## src/rtl/cci_mpf_prim_fifo_drain.sv

```systemverilog
// Drains an MPF primitive FIFO into a registered valid/ready stream through a 2-entry output/skid buffer.
// Optional delivered-beat counter enabled by defining CCI_MPF_PRIM_FIFO_DRAIN_CNT_EN.

module cci_mpf_prim_fifo_drain_chk #(
  parameter int N_DATA_BITS = 32
) (
  input logic                   clk,
  input logic                   reset,
  input logic                   src_notEmpty,
  input logic                   src_deq_en,
  input logic                   out_valid,
  input logic                   out_ready,
  input logic [N_DATA_BITS-1:0] out_data
);

  deq_only_when_not_empty: assert property (
    @(posedge clk) disable iff (reset) src_deq_en |-> src_notEmpty
  ) else $fatal(1, "cci_mpf_prim_fifo_drain: dequeue issued while source is empty");

  hold_while_stalled: assert property (
    @(posedge clk) disable iff (reset)
      (out_valid && !out_ready) |=> (out_valid && $stable(out_data))
  ) else $fatal(1, "cci_mpf_prim_fifo_drain: output changed while stalled");

endmodule

module cci_mpf_prim_fifo_drain #(
  parameter int N_DATA_BITS = 32,
  parameter int N_CNT_BITS  = 32
) (
  input  logic                   clk,
  input  logic                   reset,
  input  logic [N_DATA_BITS-1:0] src_first,
  input  logic                   src_notEmpty,
  output logic                   src_deq_en,
  output logic [N_DATA_BITS-1:0] out_data,
  output logic                   out_valid,
  input  logic                   out_ready,
  output logic                   notBusy,
  output logic [N_CNT_BITS-1:0]  beat_count
);

  typedef enum logic [1:0] {
    EMPTY = 2'd0,
    ONE   = 2'd1,
    TWO   = 2'd2
  } state_t;

  state_t                 state;
  state_t                 state_next;
  logic [N_DATA_BITS-1:0] skid_data;
  logic                   xfer;
  logic                   load_out_src;
  logic                   load_out_skid;
  logic                   load_skid;

  assign xfer = out_valid && out_ready;

  // Dequeue depends only on registered occupancy, never on out_ready.
  assign src_deq_en = src_notEmpty && (state != TWO) && !reset;

  always_comb begin
    state_next    = state;
    load_out_src  = 1'b0;
    load_out_skid = 1'b0;
    load_skid     = 1'b0;
    case (state)
      EMPTY: begin
        if (src_deq_en) begin
          state_next   = ONE;
          load_out_src = 1'b1;
        end else begin
          state_next = EMPTY;
        end
      end
      ONE: begin
        if (src_deq_en && xfer) begin
          state_next   = ONE;
          load_out_src = 1'b1;
        end else if (src_deq_en) begin
          state_next = TWO;
          load_skid  = 1'b1;
        end else if (xfer) begin
          state_next = EMPTY;
        end else begin
          state_next = ONE;
        end
      end
      TWO: begin
        if (xfer) begin
          state_next    = ONE;
          load_out_skid = 1'b1;
        end else begin
          state_next = TWO;
        end
      end
      default: begin
        state_next = EMPTY;
      end
    endcase
  end

  always_ff @(posedge clk or posedge reset) begin
    if (reset) begin
      state     <= EMPTY;
      out_valid <= 1'b0;
      notBusy   <= 1'b1;
    end else begin
      state     <= state_next;
      out_valid <= (state_next != EMPTY);
      notBusy   <= (state_next == EMPTY);
    end
  end

  // Data registers carry no reset; validity is tracked by the control flops.
  always_ff @(posedge clk) begin
    if (load_out_src) begin
      out_data <= src_first;
    end else if (load_out_skid) begin
      out_data <= skid_data;
    end
    if (load_skid) begin
      skid_data <= src_first;
    end
  end

`ifdef CCI_MPF_PRIM_FIFO_DRAIN_CNT_EN
  localparam logic [N_CNT_BITS-1:0] CNT_ONE = N_CNT_BITS'(1);
  logic [N_CNT_BITS-1:0] cnt;

  always_ff @(posedge clk or posedge reset) begin
    if (reset) begin
      cnt <= '0;
    end else if (xfer) begin
      cnt <= cnt + CNT_ONE;
    end
  end

  assign beat_count = cnt;
`else
  assign beat_count = '0;
`endif

  cci_mpf_prim_fifo_drain_chk #(
    .N_DATA_BITS(N_DATA_BITS)
  ) u_chk (
    .clk         (clk),
    .reset       (reset),
    .src_notEmpty(src_notEmpty),
    .src_deq_en  (src_deq_en),
    .out_valid   (out_valid),
    .out_ready   (out_ready),
    .out_data    (out_data)
  );

endmodule

```

## config.mk

```make
export PLATFORM = sky130hd
export DESIGN_NAME = cci_mpf_prim_fifo_drain
export DESIGN_NICKNAME = d
export VERILOG_FILES = /design/src/rtl/cci_mpf_prim_fifo_drain.sv
export SDC_FILE = /design/constraint.sdc
export NUM_CORES = 1
export LEC_CHECK = 0
export CAP_MARGIN = 5
export CORE_ASPECT_RATIO = 2
export CORE_UTILIZATION = 35
export CTS_BUF_LIST = sky130_fd_sc_hd__clkbuf_8
export DETAILED_ROUTE_END_ITERATION = 8
export PLACE_DENSITY_LB_ADDON = 0.05
export RECOVER_POWER = 25
export SYNTH_ARGS = -nofsm -noshare
export SYNTH_HDL_FRONTEND = slang
export SYNTH_SLANG_ARGS = --single-unit
```

## constraint.sdc

```tcl
create_clock -name clk -period 4.12 [get_ports clk]
set_input_delay 1.03 -clock clk [delete_from_list [all_inputs] [get_ports clk]]
set_output_delay 1.03 -clock clk [all_outputs]
set_load 0.02 [all_outputs]
```

Yosys cells after proc, flatten, opt, wreduce, memory -nomap -nowiden
Cells that the tools add are included.
Widths: inputs -> output; s select.
{ "word_totals": {"ff_bits": 68, "in_bits": 36, "out_inout_bits": 67, "word_cells": 32} }
{ "classes": {"eq_ne": 3, "n_mux": 15, "reduce_logical": 9} }
{ "ops": {"columns": ["operator", "count"], "rows": [
  ["$mux 32", 2],
  ["$mux 1", 8],
  ["$mux 2", 3],
  ["$pmux 2 s3", 1],
  ["$logic_and 1x1->1", 4],
  ["$logic_not 2->1", 2],
  ["$reduce_bool 2->1", 2],
  ["$eq 2x1->1 const B", 1],
  ["$eq 2x2->1 const B", 1],
  ["$ne 2x2->1 const B", 1],
  ["$pmux 1 s2", 1],
  ["$logic_not 1->1", 1]
]} }

Depth between registers and ports, before layout
{ "depth": {"ltp_word": 7, "ltp_mapped": 7, "ltp_nobuf": 6} }

Worst setup path before layout
Ideal clock, no wire load.
{ "synth_path": {"path_type": "input port to flip-flop", "start": "in out_ready", "end": "reg out_data[0], enable pin", "arrival_time_ns": 3.413, "t_required_ns": 3.654, "path_slack_ns": 0.242, "path_stages": 2, "path_buffers": 0, "cell_sequence": "nand2_1 -> o21ai_0"} }
{ "synth_between": {"elab_chain_len": 5, "word_cells_on_any_way": 7, "classes_between": "4 x mux; 3 x reduce/logical"} }
{ "synth_lines": {"columns": ["item", "line_no", "source"], "rows": [
  ["start: declaration", "38", "input logic out_ready,"],
  ["$logic_and 1x1->1 (*)", "57", "assign xfer = out_valid && out_ready;"],
  ["$logic_and 1x1->1", "77", "if (src_deq_en && xfer) begin"],
  ["$mux 1", "77", null],
  ["$pmux 1 s2", "67", "case (state)"],
  ["$reduce_bool 2->1 (no line) (*)", null, null],
  ["end signal: assignment", "118", "out_data <= src_first;"],
  ["end signal: assignment", "120", "out_data <= skid_data;"],
  ["end: declaration", "36", "output logic [N_DATA_BITS-1:0] out_data,"]
]} }
Mark *: on every way between the ends. The rest lies on a longest branch, timed or not.
A chain may end at the register's enable or synchronous reset.

Worst setup path after layout
{ "layout_path": {"start": "in reset", "end": "out src_deq_en"} }
{ "layout_between": {"elab_chain_len": 2} }
{ "layout_lines": {"columns": ["item", "line_no", "source"], "rows": [
  ["start: declaration", "32", "input logic reset,"],
  ["$logic_not 1->1 (no line)", null, null],
  ["$logic_and 1x1->1", "60", "assign src_deq_en = src_notEmpty && (state != TWO) && !reset;"],
  ["end: declaration", "35", "output logic src_deq_en,"]
]} }
No other way between the ends.

==> impl_metrics.csv <==
group,metric,value,unit
floorplan,coreArea,7660,um2
place,gp_congestion,0.703,
global_routing,grt_usage,13.3,%
detailed_routing,remaining_drc_errors,0,
synthesis,synth_top_area_share,68.5,%
floorplan,dieArea,8400,um2
clocking,post_cts_buffers,0,
detailed_routing,antenna_left,0,
clocking,cts_buffer_depth,2,
timing,rsz0062_at_grt,"false",
cells_and_area,nFillCells,702,
cells_and_area,insertedDiodeCount,0,
global_routing,grt_start_max_net_pins,33,
clocking,cts_tree,"done",
setup_path,crit_arrival,2.65,ns
status,outcome,"complete, no violations",
floorplan,die_width,65.3,um
clocking,holdBufCountCts,0,
synthesis,synth_xor_area_share,0,%
timing,fmax,271,MHz
synthesis,seq_area_frac_synth,72.1,%
power,p_seq_share,46.7,%
floorplan,initial_utilization,36.7,%
clocking,clock-sinks,68,
floorplan,pin_count,103,
timing,tns,0,ns
power,leakagePower,1.36,nW
setup_path,cp_max_fo,3,
timing,min_period,3.68,ns
setup_path,worst-r2r-cell-count,7,
setup_path,worstPathRequired,3.09,ns
place,numPortBuffers,70,
global_routing,grt_pass1_vias,1564,
power,clockPowerShare,27.6,%
cells_and_area,register_area,2020,um2
cells_and_area,drive_above_1_share,20.7,%
power,p_sw,0.000557,W
global_routing,grt_remaining_overflow,0,
detailed_routing,avgViaCountPerCell,4.33,
cells_and_area,area_growth,32.9,%
synthesis,muxShareOfSynthArea,12.8,%
timing,period_share,89.4,%
clocking,clk_pin_slew,0.07,ns
synthesis,synthSimpleGateAreaFrac,1.65,%
timing,slew_headroom,26.6,%
synthesis,synth_top_area_cell,"edfxtp_1",
synthesis,synth_compound_area_share,2.23,%
power,power_switching_share,27.4,%
synthesis,synth_top_family_by_area,"multiplexers",
synthesis,synth_area_leaders,"edfxtp_1 68%, mux2_2 12%, buf_4 8.6%, dfrtp_1 2.7%, buf_6 1.2%",
cells_and_area,finalNetCount,275,
power,vdd_drop_max,0.421,mV
detailed_routing,post_drt_wl_per_cell,15.2,um
hold_path,hold_depth,1,
setup_path,cp-end-kind,"output port",
setup_path,critPathKind,"primary input to output port",
hold_path,holdCritPathClass,"flop to flop",
detailed_routing,drt_iter0_drc,74,
synthesis,yosys_warnings,0,
run,maxCapViolations,0,
power,powerDensity,545,nW/um2
floorplan,die_h,129,um
global_routing,antenna_found_initial,0,
detailed_routing,vias,1455,
synthesis,synth_cell_types,21,
synthesis,syn_inst,157,
global_routing,grt_pass1_wl,8.05,mm
timing,hold_viol,0,
place,placed_area,3520,um2
synthesis,ys_seq_elements,68,
timing,setup_violations,0,
cells_and_area,final_area,3730,um2
power,comb_power_share,25.7,%
clocking,htreeDepth,3,
timing,finalMaxSlewViolations,0,
timing,worst_pin_slew,1.10,ns
timing,fin_skew,0.00801,ns
cells_and_area,multi_input_area,633,um2
place,post-dp-hpwl,3.68,mm
clocking,root_buffer,"clkbuf_8",
setup_path,start_kind,"primary input",
power,p_int,0.00148,W
floorplan,rows,45,
clocking,clock_latency,0.33,ns
synthesis,synthAdderAreaFrac,0.892,%
detailed_routing,totalWireLength,5.11,mm
synthesis,syn_avg_cell_area,17.9,um2
synthesis,syn_area,2810,um2
clocking,cts_buffers,9,
detailed_routing,dr.pass1.iters,4,
clocking,post_cts_resized,0,
-- stage by stage --
step                instances  total power (W)  hold slack (ns)  setup WS (ns)  utilization (%)
floorplan                 188          0.00129            0.508          0.242                -
global placement          320          0.00148            0.526          0.595             46.0
detailed placement        320          0.00150            0.528          0.528             46.0
CTS                       336          0.00207            0.545          0.515             48.7
global route              336          0.00213            0.567          0.373             48.7
finish                    336          0.00203            0.543          0.436             48.7
-- cells in the final DEF, fill, tap and decap left out, types with 2 or more instances in the layout --
cell and count:
buf_4 2, bufinv_16 2, clkbuf_8 9, clkdlybuf4s50_1 32
conb_1 32, dfrtp_1 3, dlygate4sd3_1 38, edfxtp_1 64
ha_1 2, inv_1 5, mux2_1 2, mux2_2 30
nand2_1 3, nand2b_1 2, o22ai_1 2
-- sequential cells by signal (all words and copies together) (netlist names) --
| signal | flops |
|---|---|
| out_data | 32 |
| notBusy | 1 |
| out_valid | 1 |
| skid_data | 32 |
| state | 2 |
-- routing by layer --
metal | GRT usage (%) | up-vias | share of wire (%)
met2 | 23.3 | 59 | 56
met5 | 0 | - | 0
li1 | - | 682 | -
met4 | 7.29 | 0 | 1.8
met3 | 4.26 | 6 | 5.6
met1 | 13.7 | 708 | 36
-- kinds of logic (layout without fill, tap and decap cells) --
group / count (synthesis) / in the layout
multiplexers: 32 / 32
flip-flops: 68 / 68
adder cells (fa/ha/maj): 2 / 2
buffers and inverters: 38 / 92
AO/OA/AOI/OAI: 7 / 7
AND/OR/NAND/NOR: 9 / 9
other: 1 / 32
-- power by group through the flow --
| stage | combinational [W] | sequential (W) | clock, W |
|---|---|---|---|
| final | 0.000522 | 0.000948 | 0.000562 |
| after global routing | 0.000561 | 0.000958 | 0.000608 |
| after CTS | 0.000540 | 0.000950 | 0.000581 |
| after detailed placement | 0.000539 | 0.000964 | 0 |
| after global placement | 0.000525 | 0.000959 | 0 |
| after floorplan | 0.000240 | 0.00105 | 0 |
-- layout make-up --
class / count / share of cell area [%]
clock buffer: 9 / 3.32
clock inverter: 7 / 2.25
inverter: 3 / 0.302
multi-input combinational: 82 / 17.0
sequential: 68 / 54.3
tap: 94 / 3.15
timing repair buffer: 73 / 19.7
-- critical path: stages --
cell and delay [ns]:
dlygate4sd3_1 0.55, nand2b_1 0.18, nor2b_1 0.24, clkdlybuf4s50_1 0.65
-- path summary, 6_finish.rpt --
kind                                   start  slack (ns)            to
worst max-delay path                   reset        0.44    src_deq_en
worst min-delay path            skid_data[6]        0.54   out_data[6]
worst max register to register      state[0]        1.43  out_data[13]
worst min register to register  skid_data[6]        0.54   out_data[6]
max in group asynchronous              reset        2.79       notBusy
min in group asynchronous              reset        1.08     out_valid
-- synthesized netlist by cell type, drive strengths merged --
| cell type | instances |
|---|---|
| dfstp | 1 |
| o21ai | 1 |
| o22ai | 2 |
| nand2b | 2 |
| ha | 2 |
| o21a | 1 |
| nor2 | 2 |
| conb | 1 |
| o21bai | 1 |
| a22o | 1 |
| inv | 3 |
| dfrtp | 3 |
| buf | 35 |
| mux2 | 32 |
| edfxtp | 64 |
| and3b | 1 |
| nand2 | 3 |
| nor2b | 1 |
| a31oi | 1 |
No activity file was read; power rests on OpenSTA's default activity.
